### src/rtl/uart_cmd_wrapper_if.sv
// Command-side handshake between the UART front end and the command/config FSM.
// The command FSM takes the master modport and the UART block takes the slave modport.
interface uart_cmd_wrapper_if;
    logic [23:0] cmd;
    logic        cmd_rdy;
    logic        clr_cmd_rdy;
    logic        send_resp;
    logic [7:0]  resp_data;
    logic        resp_sent;

    modport master (input  cmd, cmd_rdy, resp_sent,
                    output clr_cmd_rdy, send_resp, resp_data);
    modport slave  (output cmd, cmd_rdy, resp_sent,
                    input  clr_cmd_rdy, send_resp, resp_data);
endinterface

### src/rtl/uart_cmd_wrapper.sv
// UART RX/TX pair for the scope command path. RX assembles 3-byte commands and
// TX serialises one response byte per send_resp request.
module uart_cmd_wrapper #(
    parameter int BAUD_DIV = 2604
) (
    input  logic clk,
    input  logic rst_n,
    input  logic RX,
    output logic TX,
    uart_cmd_wrapper_if.slave bus
);
    localparam int CW = $clog2(BAUD_DIV) + 1;
    localparam logic [CW-1:0] BAUD_LAST = CW'(BAUD_DIV - 1);
    localparam logic [CW-1:0] HALF_LAST = CW'(BAUD_DIV / 2 - 1);

    typedef enum logic [1:0] {S_IDLE, S_START, S_DATA, S_STOP} uart_state_t;

    uart_state_t   rx_state, tx_state;
    logic          rx_meta, rx_sync, rx_prev;
    logic [CW-1:0] rx_cnt, tx_cnt;
    logic [2:0]    rx_bit, tx_bit;
    logic [7:0]    rx_shift, tx_shift;
    logic          byte_done;
    logic [1:0]    byte_cnt;
    logic [23:0]   cmd_q;
    logic          cmd_rdy_q;
    logic          resp_sent_q;

    // NOTE: synchroniser flops reset to the idle-high level so that releasing
    // reset never looks like a falling edge on the line.
    always_ff @(posedge clk or negedge rst_n) begin
        if (!rst_n) begin
            rx_meta <= 1'b1;
            rx_sync <= 1'b1;
            rx_prev <= 1'b1;
        end else begin
            rx_meta <= RX;
            rx_sync <= rx_meta;
            rx_prev <= rx_sync;
        end
    end

    always_ff @(posedge clk or negedge rst_n) begin
        if (!rst_n) begin
            rx_state <= S_IDLE;
            rx_cnt   <= '0;
            rx_bit   <= '0;
            rx_shift <= '0;
        end else begin
            case (rx_state)
                S_IDLE: begin
                    rx_cnt <= '0;
                    if (rx_prev && !rx_sync) rx_state <= S_START;
                end
                S_START: begin
                    if (rx_cnt == HALF_LAST) begin
                        rx_cnt   <= '0;
                        rx_bit   <= '0;
                        // A line already back high at mid start bit was a glitch.
                        rx_state <= rx_sync ? S_IDLE : S_DATA;
                    end else begin
                        rx_cnt <= rx_cnt + 1'b1;
                    end
                end
                S_DATA: begin
                    if (rx_cnt == BAUD_LAST) begin
                        rx_cnt   <= '0;
                        rx_shift <= {rx_sync, rx_shift[7:1]};
                        rx_bit   <= rx_bit + 3'd1;
                        if (rx_bit == 3'd7) rx_state <= S_STOP;
                    end else begin
                        rx_cnt <= rx_cnt + 1'b1;
                    end
                end
                S_STOP: begin
                    if (rx_cnt == BAUD_LAST) begin
                        rx_cnt   <= '0;
                        rx_state <= S_IDLE;
                    end else begin
                        rx_cnt <= rx_cnt + 1'b1;
                    end
                end
            endcase
        end
    end

    // A byte is delivered on the stop sample itself so cmd_rdy can rise on the next cycle.
    assign byte_done = (rx_state == S_STOP) && (rx_cnt == BAUD_LAST) && rx_sync;

    always_ff @(posedge clk or negedge rst_n) begin
        if (!rst_n) begin
            cmd_q     <= '0;
            cmd_rdy_q <= 1'b0;
            byte_cnt  <= '0;
        end else if (bus.clr_cmd_rdy) begin
            // NOTE: the clear has priority over a coinciding byte, which is dropped.
            cmd_rdy_q <= 1'b0;
            byte_cnt  <= '0;
        end else if (byte_done && !cmd_rdy_q) begin
            case (byte_cnt)
                2'd0:    cmd_q[23:16] <= rx_shift;
                2'd1:    cmd_q[15:8]  <= rx_shift;
                default: cmd_q[7:0]   <= rx_shift;
            endcase
            if (byte_cnt == 2'd2) begin
                cmd_rdy_q <= 1'b1;
                byte_cnt  <= '0;
            end else begin
                byte_cnt <= byte_cnt + 2'd1;
            end
        end
    end

    always_ff @(posedge clk or negedge rst_n) begin
        if (!rst_n) begin
            tx_state    <= S_IDLE;
            tx_cnt      <= '0;
            tx_bit      <= '0;
            tx_shift    <= '0;
            TX          <= 1'b1;
            resp_sent_q <= 1'b0;
        end else begin
            resp_sent_q <= 1'b0;
            case (tx_state)
                S_IDLE: begin
                    tx_cnt <= '0;
                    if (bus.send_resp) begin
                        tx_shift <= bus.resp_data;
                        TX       <= 1'b0;
                        tx_state <= S_START;
                    end
                end
                S_START: begin
                    if (tx_cnt == BAUD_LAST) begin
                        tx_cnt   <= '0;
                        tx_bit   <= '0;
                        TX       <= tx_shift[0];
                        tx_shift <= {1'b0, tx_shift[7:1]};
                        tx_state <= S_DATA;
                    end else begin
                        tx_cnt <= tx_cnt + 1'b1;
                    end
                end
                S_DATA: begin
                    if (tx_cnt == BAUD_LAST) begin
                        tx_cnt <= '0;
                        tx_bit <= tx_bit + 3'd1;
                        if (tx_bit == 3'd7) begin
                            TX       <= 1'b1;
                            tx_state <= S_STOP;
                        end else begin
                            TX       <= tx_shift[0];
                            tx_shift <= {1'b0, tx_shift[7:1]};
                        end
                    end else begin
                        tx_cnt <= tx_cnt + 1'b1;
                    end
                end
                S_STOP: begin
                    if (tx_cnt == BAUD_LAST) begin
                        tx_cnt      <= '0;
                        resp_sent_q <= 1'b1;
                        tx_state    <= S_IDLE;
                    end else begin
                        tx_cnt <= tx_cnt + 1'b1;
                    end
                end
            endcase
        end
    end

    assign bus.cmd       = cmd_q;
    assign bus.cmd_rdy   = cmd_rdy_q;
    assign bus.resp_sent = resp_sent_q;
endmodule
### src/flat_wrapper.sv
// flat-port wrapper written by rule: the top's interface ports become plain ports
module uart_cmd_wrapper_flat 
#(
    parameter int BAUD_DIV = 2604
)
  (clk, rst_n, RX, TX, bus_cmd, bus_cmd_rdy, bus_resp_sent, bus_clr_cmd_rdy, bus_send_resp, bus_resp_data);
  uart_cmd_wrapper_if bus_i ();
  input  logic clk;
  input  logic rst_n;
  input  logic RX;
  output logic TX;
  output wire logic [$bits(bus_i.cmd)-1:0] bus_cmd;
  output wire logic [$bits(bus_i.cmd_rdy)-1:0] bus_cmd_rdy;
  output wire logic [$bits(bus_i.resp_sent)-1:0] bus_resp_sent;
  input wire logic [$bits(bus_i.clr_cmd_rdy)-1:0] bus_clr_cmd_rdy;
  input wire logic [$bits(bus_i.send_resp)-1:0] bus_send_resp;
  input wire logic [$bits(bus_i.resp_data)-1:0] bus_resp_data;
  assign bus_cmd = bus_i.cmd;
  assign bus_cmd_rdy = bus_i.cmd_rdy;
  assign bus_resp_sent = bus_i.resp_sent;
  assign bus_i.clr_cmd_rdy = bus_clr_cmd_rdy;
  assign bus_i.send_resp = bus_send_resp;
  assign bus_i.resp_data = bus_resp_data;
  uart_cmd_wrapper #(.BAUD_DIV(BAUD_DIV)) u_core (.clk(clk), .rst_n(rst_n), .RX(RX), .TX(TX), .bus(bus_i));
endmodule
### config.mk
export PLATFORM = sky130hd
export DESIGN_NAME = uart_cmd_wrapper_flat
export DESIGN_NICKNAME = d
export VERILOG_FILES = /design/src/rtl/uart_cmd_wrapper_if.sv /design/src/rtl/uart_cmd_wrapper.sv /design/src/flat_wrapper.sv
export SDC_FILE = /design/constraint.sdc
export NUM_CORES = 1
export LEC_CHECK = 0
export BUFFER_PORTS_ARGS = -buffer_cell sky130_fd_sc_hd__buf_2
export CAP_MARGIN = 40
export CORE_MARGIN = 2
export CORE_UTILIZATION = 55
export DETAILED_ROUTE_END_ITERATION = 7
export PLACE_DENSITY = 0.83
export SYNTH_ARGS = -nofsm -noshare
export SYNTH_HDL_FRONTEND = slang
export SYNTH_SLANG_ARGS = --single-unit
export TNS_END_PERCENT = 20
### constraint.sdc
create_clock -name clk -period 5.4 [get_ports clk]
set_clock_uncertainty 0.2 [all_clocks]
set_input_delay 0.81 -clock clk [delete_from_list [all_inputs] [get_ports clk]]
set_output_delay 0.81 -clock clk [all_outputs]
set_load 0.005 [all_outputs]
==> results of run 1 <==
[synth_stat cells, types with 5 or more instances]
| master | instances | share of area, % |
|---|---|---|
| nor2_1 | 33 | 3.2 |
| and3_1 | 6 | 0.96 |
| nand3_1 | 12 | 1.5 |
| clkbuf_1 | 8 | 0.77 |
| xor2_1 | 12 | 2.7 |
| nand4_1 | 6 | 0.96 |
| inv_1 | 14 | 1.3 |
| nor3_1 | 5 | 0.64 |
| dfrtp_1 | 80 | 51 |
| xnor2_1 | 9 | 2.0 |
| mux2_2 | 49 | 14 |
| ha_1 | 13 | 4.2 |
| nand2_1 | 12 | 1.2 |
| nor4_1 | 6 | 0.96 |
[metal layers]
layer	wire [um]	part of all wire, %	track usage (%)	vias up
li1	-	-	-	1236
met5	0	0	0	-
met4	43	0.63	3.72	0
met3	289	4.2	6.16	4
met1	3250	48	26.7	1274
met2	3240	47	30.3	51
[final cells by class]
cell class	instances	area share (%)
Multi-Input combinational cell	217	39.0
Inverter	14	1.19
Clock buffer	9	2.81
Clock inverter	7	1.33
Timing Repair Buffer	40	5.11
Tap cell	96	2.72
Sequential cell	84	47.8
[how the worst min path moves through the flow]
| stage | startpoint | cells after the start | slack [ns] | end |
|---|---|---|---|---|
| floorplan | u_core.rx_meta | 0 | 0.15 | u_core.rx_sync |
| global placement | u_core.rx_meta | 0 | 0.15 | u_core.rx_sync |
| detailed placement | u_core.rx_meta | 0 | 0.15 | u_core.rx_sync |
| CTS | u_core.rx_meta | 0 | 0.17 | u_core.rx_sync |
| global route | u_core.rx_meta | 0 | 0.17 | u_core.rx_sync |
| finish | u_core.rx_meta | 0 | 0.16 | u_core.rx_sync |
[power by group]
group          leakage, nW  internal (W)  switching (W)
clock network       0.0868      0.000173       0.000235
registers             1.12      0.000714      0.0000733
logic                 1.01      0.000221       0.000228
[through the flow]
stage	util, %	hold slack, ns	total power (W)	setup slack [ns]	instance area [um^2]
detailed placement	61.8	0.152	0.00125	2.72	4230
global placement	61.4	0.148	0.00123	2.82	4200
floorplan	-	0.145	0.00115	2.98	3920
finish	64.5	0.162	0.00164	2.69	4410
CTS	64.5	0.166	0.00166	2.69	4410
global route	64.5	0.172	0.00175	2.60	4410
[cell families after synthesis]
logic type / Yosys count / share of synthesized area (%)
XOR/XNOR: 21 / 4.70
multiplexers: 50 / 14.3
AND/OR/NAND/NOR: 105 / 15.4
adder cells (fa/ha/maj): 13 / 4.15
AO/OA/AOI/OAI: 28 / 5.37
buffers and inverters: 23 / 2.24
flip-flops: 84 / 53.8
[sequential cells by signal, summed over array words and instances (netlist names), named ones only]
name                  cells
u_core.byte_cnt           2
u_core.tx_shift           8
u_core.TX                 1
u_core.rx_prev            1
u_core.rx_bit             3
u_core.tx_state           2
u_core.rx_shift           8
u_core.rx_cnt            13
u_core.rx_meta            1
u_core.tx_cnt            13
u_core.bus.cmd           24
u_core.bus.cmd_rdy        1
u_core.rx_state           1
u_core.rx_sync            1
u_core.bus.resp_sent      1
u_core.tx_bit             3
[worst max-delay path, cell delays in order, from the launching register on]
cell	delay, ns
dfrtp_1	0.45
or4b_4	0.56
nor4_4	0.64
nand3_2	0.37
mux2_2	0.38
==> implementation parameters, run 1 <==
Parameter                              Value

Synth
  Ys async rst share    100%
  Flop and latch count out of synthesis    84
  Mapped Avg Cell Area    12.1 um^2
  YS warnings    0
  Synthesized netlist net count    350
  Syn Std Cell Area    between 3000 and 4000 um^2
  Dominant register cell in the synthesized netlist    dfrtp_1
  Part of the Yosys area used for sequential elements    roughly 54%
  Number of cells produced by synthesis    between 300 and 400
  Count of distinct cell types in the synthesized netlist    slightly below 50
  Number of enable-type register cells in the synthesized netlist    0

Cells and area
  Area growth from synthesis to layout    12.6%
  Total Nets Final    between 300 and 400
  Most used cells in the layout excluding fill and tap cells    80 x dfrtp_1, 49 x mux2_2, 38 x buf_2
  Ratio of cells with drive above 1 in the final layout    32.1%
  # diodes    0
  Layout fillers    approximately 530
  Most common library cell in the layout ignoring fill and taps    dfrtp_1
  Fin cells    about 470
  Multi-input combinational cell area    around 1700 um^2
  Combined flip-flop and latch cell area    2110 um^2

Clock network
  Total clock buffers created by CTS    9
  Maximum root-to-sink buffer count    2
  Number of clock sinks    84
  Number of cells upsized or downsized after cts    0
  Clock latency reported for the late side of the worst-skew pair    approximately 0.36 ns
  Number of buffers inserted for hold repair after clock tree synthesis    0
  Buffers inserted during post-CTS setup optimization    0
  Clock-pin slew on the worst setup and hold paths    0.09 ns
  Buffer type at the clock tree root    clkbuf_8
  Total number of H-tree levels    3
  Clock tree from TritonCTS    yes

Power and ir drop
  Worst ir drop on vdd    a little under 400 uV
  Leak    about 2.2 nW
  Areal power density over the cells    around 370 nW/um^2

Worst setup path
  Worst reg2reg setup slack    ~2.7 ns
  Setup crit start    u_core.rx_cnt[2]
  Type of the worst setup path    register to register
  Reg2Reg Launch Point    u_core.rx_cnt[2]
  Number of cells on the worst reg-to-reg path    4
  Startpoint class of the critical path    register
  CP Data Required Time    roughly 5.4 ns
  Maximum fanout count along the critical path    9
  Reg-to-reg critical path endpoint    u_core.bus.cmd[19]
  Data arrival at the endpoint of the critical path    2.75 ns
  Crit path capture    u_core.bus.cmd[19]
  Critical path endpoint category    register

Worst hold path
  Worst hold path type    register to register

Place
  Final weighted congestion of routability-driven global placement    approximately 0.84
  Half-perimeter wire length after placement    about 4700 um
  Cell Count Post-Placement    about 450
  Number of I/O port buffers    39

STA
  Number of endpoints with negative hold slack in the final report    0
  Actual transition at the worst max-transition pin    around 0.9 ns
  Minimum period implied by the final worst setup slack    ~2.7 ns
  Count of final max-slew check failures    0
  Fmax achieved    approximately 0.37 GHz
  Final worst-path cycle share    approximately 50%
  Final total negative setup slack    0 ns
  Max-slew headroom    39.4%
  Final count of negative-setup-slack endpoints    0
  Unrepaired setup endpoints after global routing    no

Die
  Io pins    40
  Number of standard-cell rows in the floorplan    30
  Initial standard-cell utilization of the core    57.3%
  Die boundary height    between 80 and 90 um
  Die ar.    between 7000 and 8000 um^2
  Overall die width    slightly below 90 um
  Core box area    approximately 6800 um^2

Drt
  Ratio of routed vias to standard cells    5.49
  Number of search-and-repair iterations in the first detailed-routing pass    4
  Total number of vias    2565
  Average detailed-routed wire length per instance    approximately 15 um
  DRC violation count after routing    0
  Routed WL    6820 um
  Routed Antenna Nets    0
  Number of design-rule violations left by the first detailed-router iteration    ~110

Global route
  Total grt overflow    0
  Largest net degree at the start of global routing    53
  Number of antenna violations at the first check in global routing    0
  Global-route wire length before repair    around 12000 um
  Global routing usage summed across all routing layers    between 10% and 20%
  Number of global-route vias before repair    around 2.5k

Run status
  Result of the run    finished clean

Run
  Max-Cap Viols    0
(Power assumes the default switching activity.)
==> run 2: changes to the inputs <==
clock period = 2.5 ns   (was 5.4 ns; I/O delays follow)
==> run 2 against run 1 <==
Die area is the same. First-iteration DRC count grew 22%. Sequential share of layout area shrank 0.87 points. Count of clock-buffer cells in the layout is the same. Power grew 120%. Critical path depth grew 1. Final area grew 1.8%. Non-clock buffer count grew 9. Highest routed layer unchanged. Critical path type unchanged. Cell count grew 1.9%.
==> implementation parameters, run 2 (synthesized netlist as in run 1, its figures left out) <==
Parameter                              Value

Drt
  DRC violation count after routing    0 (unchanged)
  Total number of vias    2619 (was 2565)
  Average detailed-routed wire length per instance    14.4 um (was 14.6 um)
  Routed Antenna Nets    0 (unchanged)
  Routed WL    6830 um (was 6820 um)
  Number of design-rule violations left by the first detailed-router iteration    137 (was 112)
  Ratio of routed vias to standard cells    5.50 (was 5.49)
  Number of search-and-repair iterations in the first detailed-routing pass    4 (unchanged)

Worst setup path
  Number of cells on the worst reg-to-reg path    5 (was 4)
  Reg-to-reg critical path endpoint    u_core.rx_shift[7] (was u_core.bus.cmd[19])
  Critical path endpoint category    register (unchanged)
  Logic depth of the worst setup path including buffers    5 (was 4)
  Buffers & Inverters on Critical Path    1 (was 0)
  Type of the worst setup path    register to register (unchanged)
  Maximum fanout count along the critical path    9 (unchanged)
  Family with the most delay on the worst path    simple AND/OR/NAND/NOR gates (unchanged)
  Slowest stage delay, CP    0.57 ns (was 0.64 ns)
  Crit path capture    u_core.rx_shift[7] (was u_core.bus.cmd[19])
  Startpoint class of the critical path    register (unchanged)
  Worst reg2reg setup slack    0.15 ns (was 2.69 ns)
  Library cell contributing the largest single delay on the critical path    or4b_4 (was nor4_4)
  Data arrival at the endpoint of the critical path    2.39 ns (was 2.75 ns)
  Reg2Reg Launch Point    u_core.rx_cnt[4] (was u_core.rx_cnt[2])
  Setup crit start    u_core.rx_cnt[4] (was u_core.rx_cnt[2])
  Cells along the critical path    or4b_4 > nor4_4 > buf_4 > nand3b_2 > mux2_2 (was or4b_4 > nor4_4 > nand3_2 > mux2_2)
  CP Data Required Time    2.54 ns (was 5.44 ns)

Clock network
  Clock latency reported for the late side of the worst-skew pair    0.36 ns (about the same)
  Number of buffers inserted for hold repair after clock tree synthesis    2 (was 0)
  Number of cells upsized or downsized after cts    0 (unchanged)
  Clock-pin slew on the worst setup and hold paths    0.08 ns (was 0.09 ns)
  Buffers inserted during post-CTS setup optimization    0 (unchanged)
  Clock tree from TritonCTS    yes (unchanged)
  Number of clock sinks    84 (unchanged)
  Maximum root-to-sink buffer count    2 (unchanged)
  Total number of H-tree levels    3 (unchanged)
  Buffer type at the clock tree root    clkbuf_8 (unchanged)
  Total clock buffers created by CTS    9 (unchanged)

Cells and area
  # diodes    0 (unchanged)
  Post-route core utilization    65.7% (was 64.5%)
  Area growth from synthesis to layout    14.7% (was 12.6%)
  Most used cells in the layout excluding fill and tap cells    80 x dfrtp_1, 49 x mux2_2, 38 x buf_2 (unchanged)
  Flip-flop count of the largest register, all copies and words added    24 (unchanged)
  Ratio of cells with drive above 1 in the final layout    33.2% (was 32.1%)
  Most common library cell in the layout ignoring fill and taps    dfrtp_1 (unchanged)
  Total Nets Final    401 (was 392)

Global route
  Number of antenna violations at the first check in global routing    0 (unchanged)
  Largest net degree at the start of global routing    52 (was 53)
  Global-route wire length before repair    11600 um (was 11800 um)
  Total grt overflow    0 (unchanged)
  Global routing usage summed across all routing layers    19.2% (about the same)
  Number of global-route vias before repair    2555 (was 2512)

Die
  Overall die width    88.4 um (unchanged)
  Die boundary height    88.4 um (unchanged)
  Initial standard-cell utilization of the core    57.3% (unchanged)
  Core box area    6830 um^2 (unchanged)
  Number of standard-cell rows in the floorplan    30 (unchanged)
  Io pins    40 (unchanged)
  Die ar.    7810 um^2 (unchanged)

Power and ir drop
  Switching component of the power    0.00114 W (was 0.000536 W)
  Register share of total power    45.8% (was 47.9%)
  Proportion of power drawn by the clock network    25.9% (was 24.8%)
  Logic gate share of total power    28.4% (was 27.3%)
  Leak    2.26 nW (was 2.21 nW)
  Pint    0.00252 W (was 0.00111 W)
  Switching part of the total power    31.2% (was 32.6%)
  Areal power density over the cells    816 nW/um^2 (was 373 nW/um^2)
  Worst ir drop on vdd    748 uV (was 386 uV)

Place
  Final weighted congestion of routability-driven global placement    0.816 (was 0.842)
  Number of I/O port buffers    39 (unchanged)
  Half-perimeter wire length after placement    4810 um (was 4710 um)

Worst hold path
  Number of stages on the worst hold path    2 (was 0)
  Worst hold path type    input port to register (was register to register)

STA
  Final count of negative-setup-slack endpoints    0 (unchanged)
  Unrepaired setup endpoints after global routing    no (unchanged)
  Final worst-path cycle share    94.1% (was 50.1%)
  Max-slew headroom    63.8% (was 39.4%)
  Fmax achieved    0.425 GHz (was 0.370 GHz)
  Minimum period implied by the final worst setup slack    2.35 ns (was 2.71 ns)
  Actual transition at the worst max-transition pin    0.542 ns (was 0.900 ns)
  Number of endpoints with negative hold slack in the final report    0 (unchanged)
  Final total negative setup slack    0 ns (unchanged)
  Count of final max-slew check failures    0 (unchanged)

Run
  Max-Cap Viols    0 (unchanged)

Run status
  Result of the run    finished clean (unchanged)
-- run 2: how the worst min path moves through the flow --
stage                                  to  slack (ns)             from
2_1_floorplan  asynchronous set/reset pin       -0.12            rst_n
3_3_place_gp            u_core.rx_cnt[12]        0.15            rst_n
3_5_place_dp             u_core.rx_cnt[8]        0.15            rst_n
4_1_cts                u_core.bus.cmd_rdy        0.09  bus_clr_cmd_rdy
5_1_grt                u_core.bus.cmd_rdy        0.11  bus_clr_cmd_rdy
6_report               u_core.bus.cmd_rdy        0.10  bus_clr_cmd_rdy
-- run 2: final cells by class --
cell class / instances / area [um^2]
Sequential cell: 84 / 2110
Inverter: 14 / 52.6
Fill cell: 529 / 2340
Timing Repair Buffer: 49 / 290
Clock buffer: 9 / 124
Multi-Input combinational cell: 217 / 1720
Tap cell: 96 / 120
Clock inverter: 7 / 75.1
-- run 2: through the flow --
stage / power [W] / cells / hold slack [ns] / area [um^2] / setup slack (ns)
after floorplan: 0.00248 / 324 / -0.121 / 3920 / 0.0845
after global placement: 0.00269 / 458 / 0.148 / 4270 / 0.179
after detailed placement: 0.00275 / 458 / 0.151 / 4270 / 0.147
after CTS: 0.00370 / 476 / 0.0875 / 4490 / 0.132
after global routing: 0.00391 / 476 / 0.107 / 4490 / 0.0382
final: 0.00367 / 476 / 0.104 / 4490 / 0.147
-- run 2: layer usage --
| metal | global-route usage (%) | part of all wire [%] |
|---|---|---|
| met4 | 5.79 | 1.9 |
| met5 | 0 | 0 |
| met1 | 24.4 | 43 |
| met2 | 31.6 | 50 |
| met3 | 6.25 | 4.8 |
-- run 2: power groups by stage --
| stage | clock [W] | sequential, W | combinational, W |
|---|---|---|---|
| 2_1_floorplan | 0 | 0.00168 | 0.000795 |
| 3_3_place_gp | 0 | 0.00169 | 0.00101 |
| 3_5_place_dp | 0 | 0.00171 | 0.00104 |
| 4_1_cts | 0.000977 | 0.00168 | 0.00105 |
| 5_1_grt | 0.00104 | 0.00170 | 0.00117 |
| 6_report | 0.000948 | 0.00168 | 0.00104 |
==> run 3: changes to the inputs <==
CELL_PAD_IN_SITES_DETAIL_PLACEMENT = 0   (was default)
CELL_PAD_IN_SITES_GLOBAL_PLACEMENT = 1   (was default)
CORE_UTILIZATION = 47   (was 55)
PLACE_DENSITY = 0.87   (was 0.83)
RECOVER_POWER = 25   (was default)
==> run 3 against run 2 <==
Worst setup slack got worse by 0.019 ns. Wire length increased by 2.0%. Via count is 0.42% lower. Cell count grew 2.3%. Flip-flop and latch count stayed put. Largest cell class unchanged. Combinational power is essentially flat. Critical endpoint is now u_core.bus.cmd[4]. First-iteration DRC count shrank 16%. Highest routed layer unchanged. Critical path depth did not move. Utilization fell by 9.9 points. Fmax decreased by 0.78%.
==> implementation parameters, run 3 (synthesized netlist as in run 1, its figures left out) <==
Parameter                              Value

Run status
  Result of the run    finished clean (unchanged)

Place
  Half-perimeter wire length after placement    4800 um (was 4810 um)
  Final weighted congestion of routability-driven global placement    0.837 (was 0.816)
  Number of I/O port buffers    39 (unchanged)

STA
  Fmax achieved    0.422 GHz (was 0.425 GHz)
  Minimum period implied by the final worst setup slack    2.37 ns (was 2.35 ns)
  Number of endpoints with negative hold slack in the final report    0 (unchanged)
  Final worst-path cycle share    94.9% (was 94.1%)
  Count of final max-slew check failures    0 (unchanged)
  Actual transition at the worst max-transition pin    1.21 ns (was 0.542 ns)
  Final count of negative-setup-slack endpoints    0 (unchanged)
  Max-slew headroom    19.4% (was 63.8%)
  Final total negative setup slack    0 ns (unchanged)
  Unrepaired setup endpoints after global routing    no (unchanged)

Worst setup path
  Data arrival at the endpoint of the critical path    2.41 ns (was 2.39 ns)
  Buffers & Inverters on Critical Path    1 (unchanged)
  Startpoint class of the critical path    register (unchanged)
  Cells along the critical path    or4b_4 > nor4_4 > buf_4 > nand4b_4 > mux2_2 (was or4b_4 > nor4_4 > buf_4 > nand3b_2 > mux2_2)
  Critical path endpoint category    register (unchanged)
  Reg2Reg Launch Point    u_core.rx_cnt[4] (unchanged)
  Setup crit start    u_core.rx_cnt[4] (unchanged)
  Family with the most delay on the worst path    simple AND/OR/NAND/NOR gates (unchanged)
  Type of the worst setup path    register to register (unchanged)
  Slowest stage delay, CP    0.57 ns (about the same)
  CP Data Required Time    2.53 ns (was 2.54 ns)
  Maximum fanout count along the critical path    9 (unchanged)
  Library cell contributing the largest single delay on the critical path    or4b_4 (unchanged)

Global route
  Largest net degree at the start of global routing    48 (was 52)
  Number of antenna violations at the first check in global routing    0 (unchanged)
  Total grt overflow    0 (unchanged)
  Global routing usage summed across all routing layers    16.7% (was 19.2%)
  Number of global-route vias before repair    2492 (was 2555)
  Global-route wire length before repair    11700 um (was 11600 um)

Cells and area
  Multi-input combinational cell area    1720 um^2 (unchanged)
  Flip-flop count of the largest register, all copies and words added    24 (unchanged)
  # diodes    0 (unchanged)
  Layout fillers    691 (was 529)
  Total Nets Final    403 (was 401)
  Most common library cell in the layout ignoring fill and taps    dfrtp_1 (unchanged)
  Area growth from synthesis to layout    16.0% (was 14.7%)
  Combined flip-flop and latch cell area    2110 um^2 (unchanged)
  Ratio of cells with drive above 1 in the final layout    33.2% (about the same)
  Most used cells in the layout excluding fill and tap cells    80 x dfrtp_1, 49 x mux2_2, 38 x buf_2 (unchanged)

Die
  Initial standard-cell utilization of the core    48.1% (was 57.3%)
  Number of standard-cell rows in the floorplan    33 (was 30)
  Io pins    40 (unchanged)
  Die ar.    9080 um^2 (was 7810 um^2)
  Core box area    8130 um^2 (was 6830 um^2)
  Overall die width    95.3 um (was 88.4 um)
  Die boundary height    95.3 um (was 88.4 um)

Clock network
  Clock tree from TritonCTS    yes (unchanged)
  Buffers inserted during post-CTS setup optimization    0 (unchanged)
  Maximum root-to-sink buffer count    2 (unchanged)
  Total clock buffers created by CTS    9 (unchanged)
  Number of cells upsized or downsized after cts    0 (unchanged)
  Buffer type at the clock tree root    clkbuf_8 (unchanged)
  Number of clock sinks    84 (unchanged)
  Clock latency reported for the late side of the worst-skew pair    0.35 ns (was 0.36 ns)
  Clock-pin slew on the worst setup and hold paths    0.09 ns (was 0.08 ns)
  Total number of H-tree levels    3 (unchanged)

Power and ir drop
  Register share of total power    44.0% (was 45.8%)
  Leak    2.28 nW (was 2.26 nW)
  Switching component of the power    0.00117 W (was 0.00114 W)
  Pint    0.00264 W (was 0.00252 W)
  Logic gate share of total power    27.5% (was 28.4%)
  Worst ir drop on vdd    731 uV (was 748 uV)
  Switching part of the total power    30.6% (was 31.2%)
  Proportion of power drawn by the clock network    28.5% (was 25.9%)
  Total power after layout    0.00380 W (was 0.00367 W)
  Areal power density over the cells    838 nW/um^2 (was 816 nW/um^2)

Drt
  Number of design-rule violations left by the first detailed-router iteration    115 (was 137)
  Average detailed-routed wire length per instance    14.3 um (was 14.4 um)
  Ratio of routed vias to standard cells    5.36 (was 5.50)
  Routed WL    6970 um (was 6830 um)
  DRC violation count after routing    0 (unchanged)
  Total number of vias    2608 (was 2619)
  Routed Antenna Nets    0 (unchanged)
  Number of search-and-repair iterations in the first detailed-routing pass    4 (unchanged)

Run
  Max-Cap Viols    0 (unchanged)

Worst hold path
  Startpoint of the tightest hold check path    bus_clr_cmd_rdy (unchanged)
  Worst hold path type    input port to register (unchanged)
[run 3: layout make-up]
| type | instances | area share (%) |
|---|---|---|
| clock inverter | 7 | 2.29 |
| multi-input combinational | 217 | 37.9 |
| inverter | 14 | 1.16 |
| timing repair buffer | 51 | 6.67 |
| tap | 105 | 2.89 |
| sequential | 84 | 46.4 |
| clock buffer | 9 | 2.73 |
[run 3: stage by stage]
stage / util (%) / instance area [um^2] / std cells / setup slack (ns) / hold slack [ns]
floorplan: - / 3920 / 324 / 0.0845 / -0.121
global route: 55.8 / 4540 / 487 / 0.0322 / 0.0677
finish: 55.8 / 4540 / 487 / 0.128 / 0.0955
global placement: 52.8 / 4300 / 469 / 0.204 / 0.164
CTS: 55.9 / 4540 / 487 / 0.138 / 0.0673
detailed placement: 52.8 / 4300 / 469 / 0.164 / 0.164
[run 3: power by group through the flow]
stage	Combinational (W)	Clock, W	Sequential [W]
after floorplan	0.000795	0	0.00168
after global placement	0.00102	0	0.00169
after detailed placement	0.00106	0	0.00170
after CTS	0.00106	0.00112	0.00167
after global routing	0.00118	0.00118	0.00170
final	0.00105	0.00108	0.00167
[run 3: timing repair]
| item | CTS | global route |
|---|---|---|
| endpoints found under the setup margin | 0 | 0 |
| endpoints found under the hold margin | 43 | 0 |
| hold buffers | 2 | 0 |
[run 3: worst register-to-register path, cell delays in order (launching register included)]
cell      delay, ns
dfrtp_1        0.42
or4b_4         0.57
nor4_4         0.26
buf_4          0.22
nand4b_4       0.23
mux2_2         0.35
[run 3: layer usage]
metal / up-vias / global-route usage (%) / share of wire, %
met5: - / 0 / 0
met4: 0 / 5.31 / 0.99
met3: 6 / 4.90 / 3.5
met2: 39 / 26.4 / 48
met1: 1309 / 22.1 / 47
li1: 1254 / - / -
[run 3: worst paths after layout]
kind                                       to  slack, ns  cells after the start
setup / recovery            u_core.bus.cmd[4]       0.13                      5
hold / removal             u_core.bus.cmd_rdy        0.1                      2
setup reg to reg            u_core.bus.cmd[4]       0.13                      5
hold reg to reg                u_core.rx_sync       0.18                      0
max in group asynchronous   u_core.tx_cnt[12]       0.70                      3
min in group asynchronous  u_core.tx_state[0]       0.61                      2
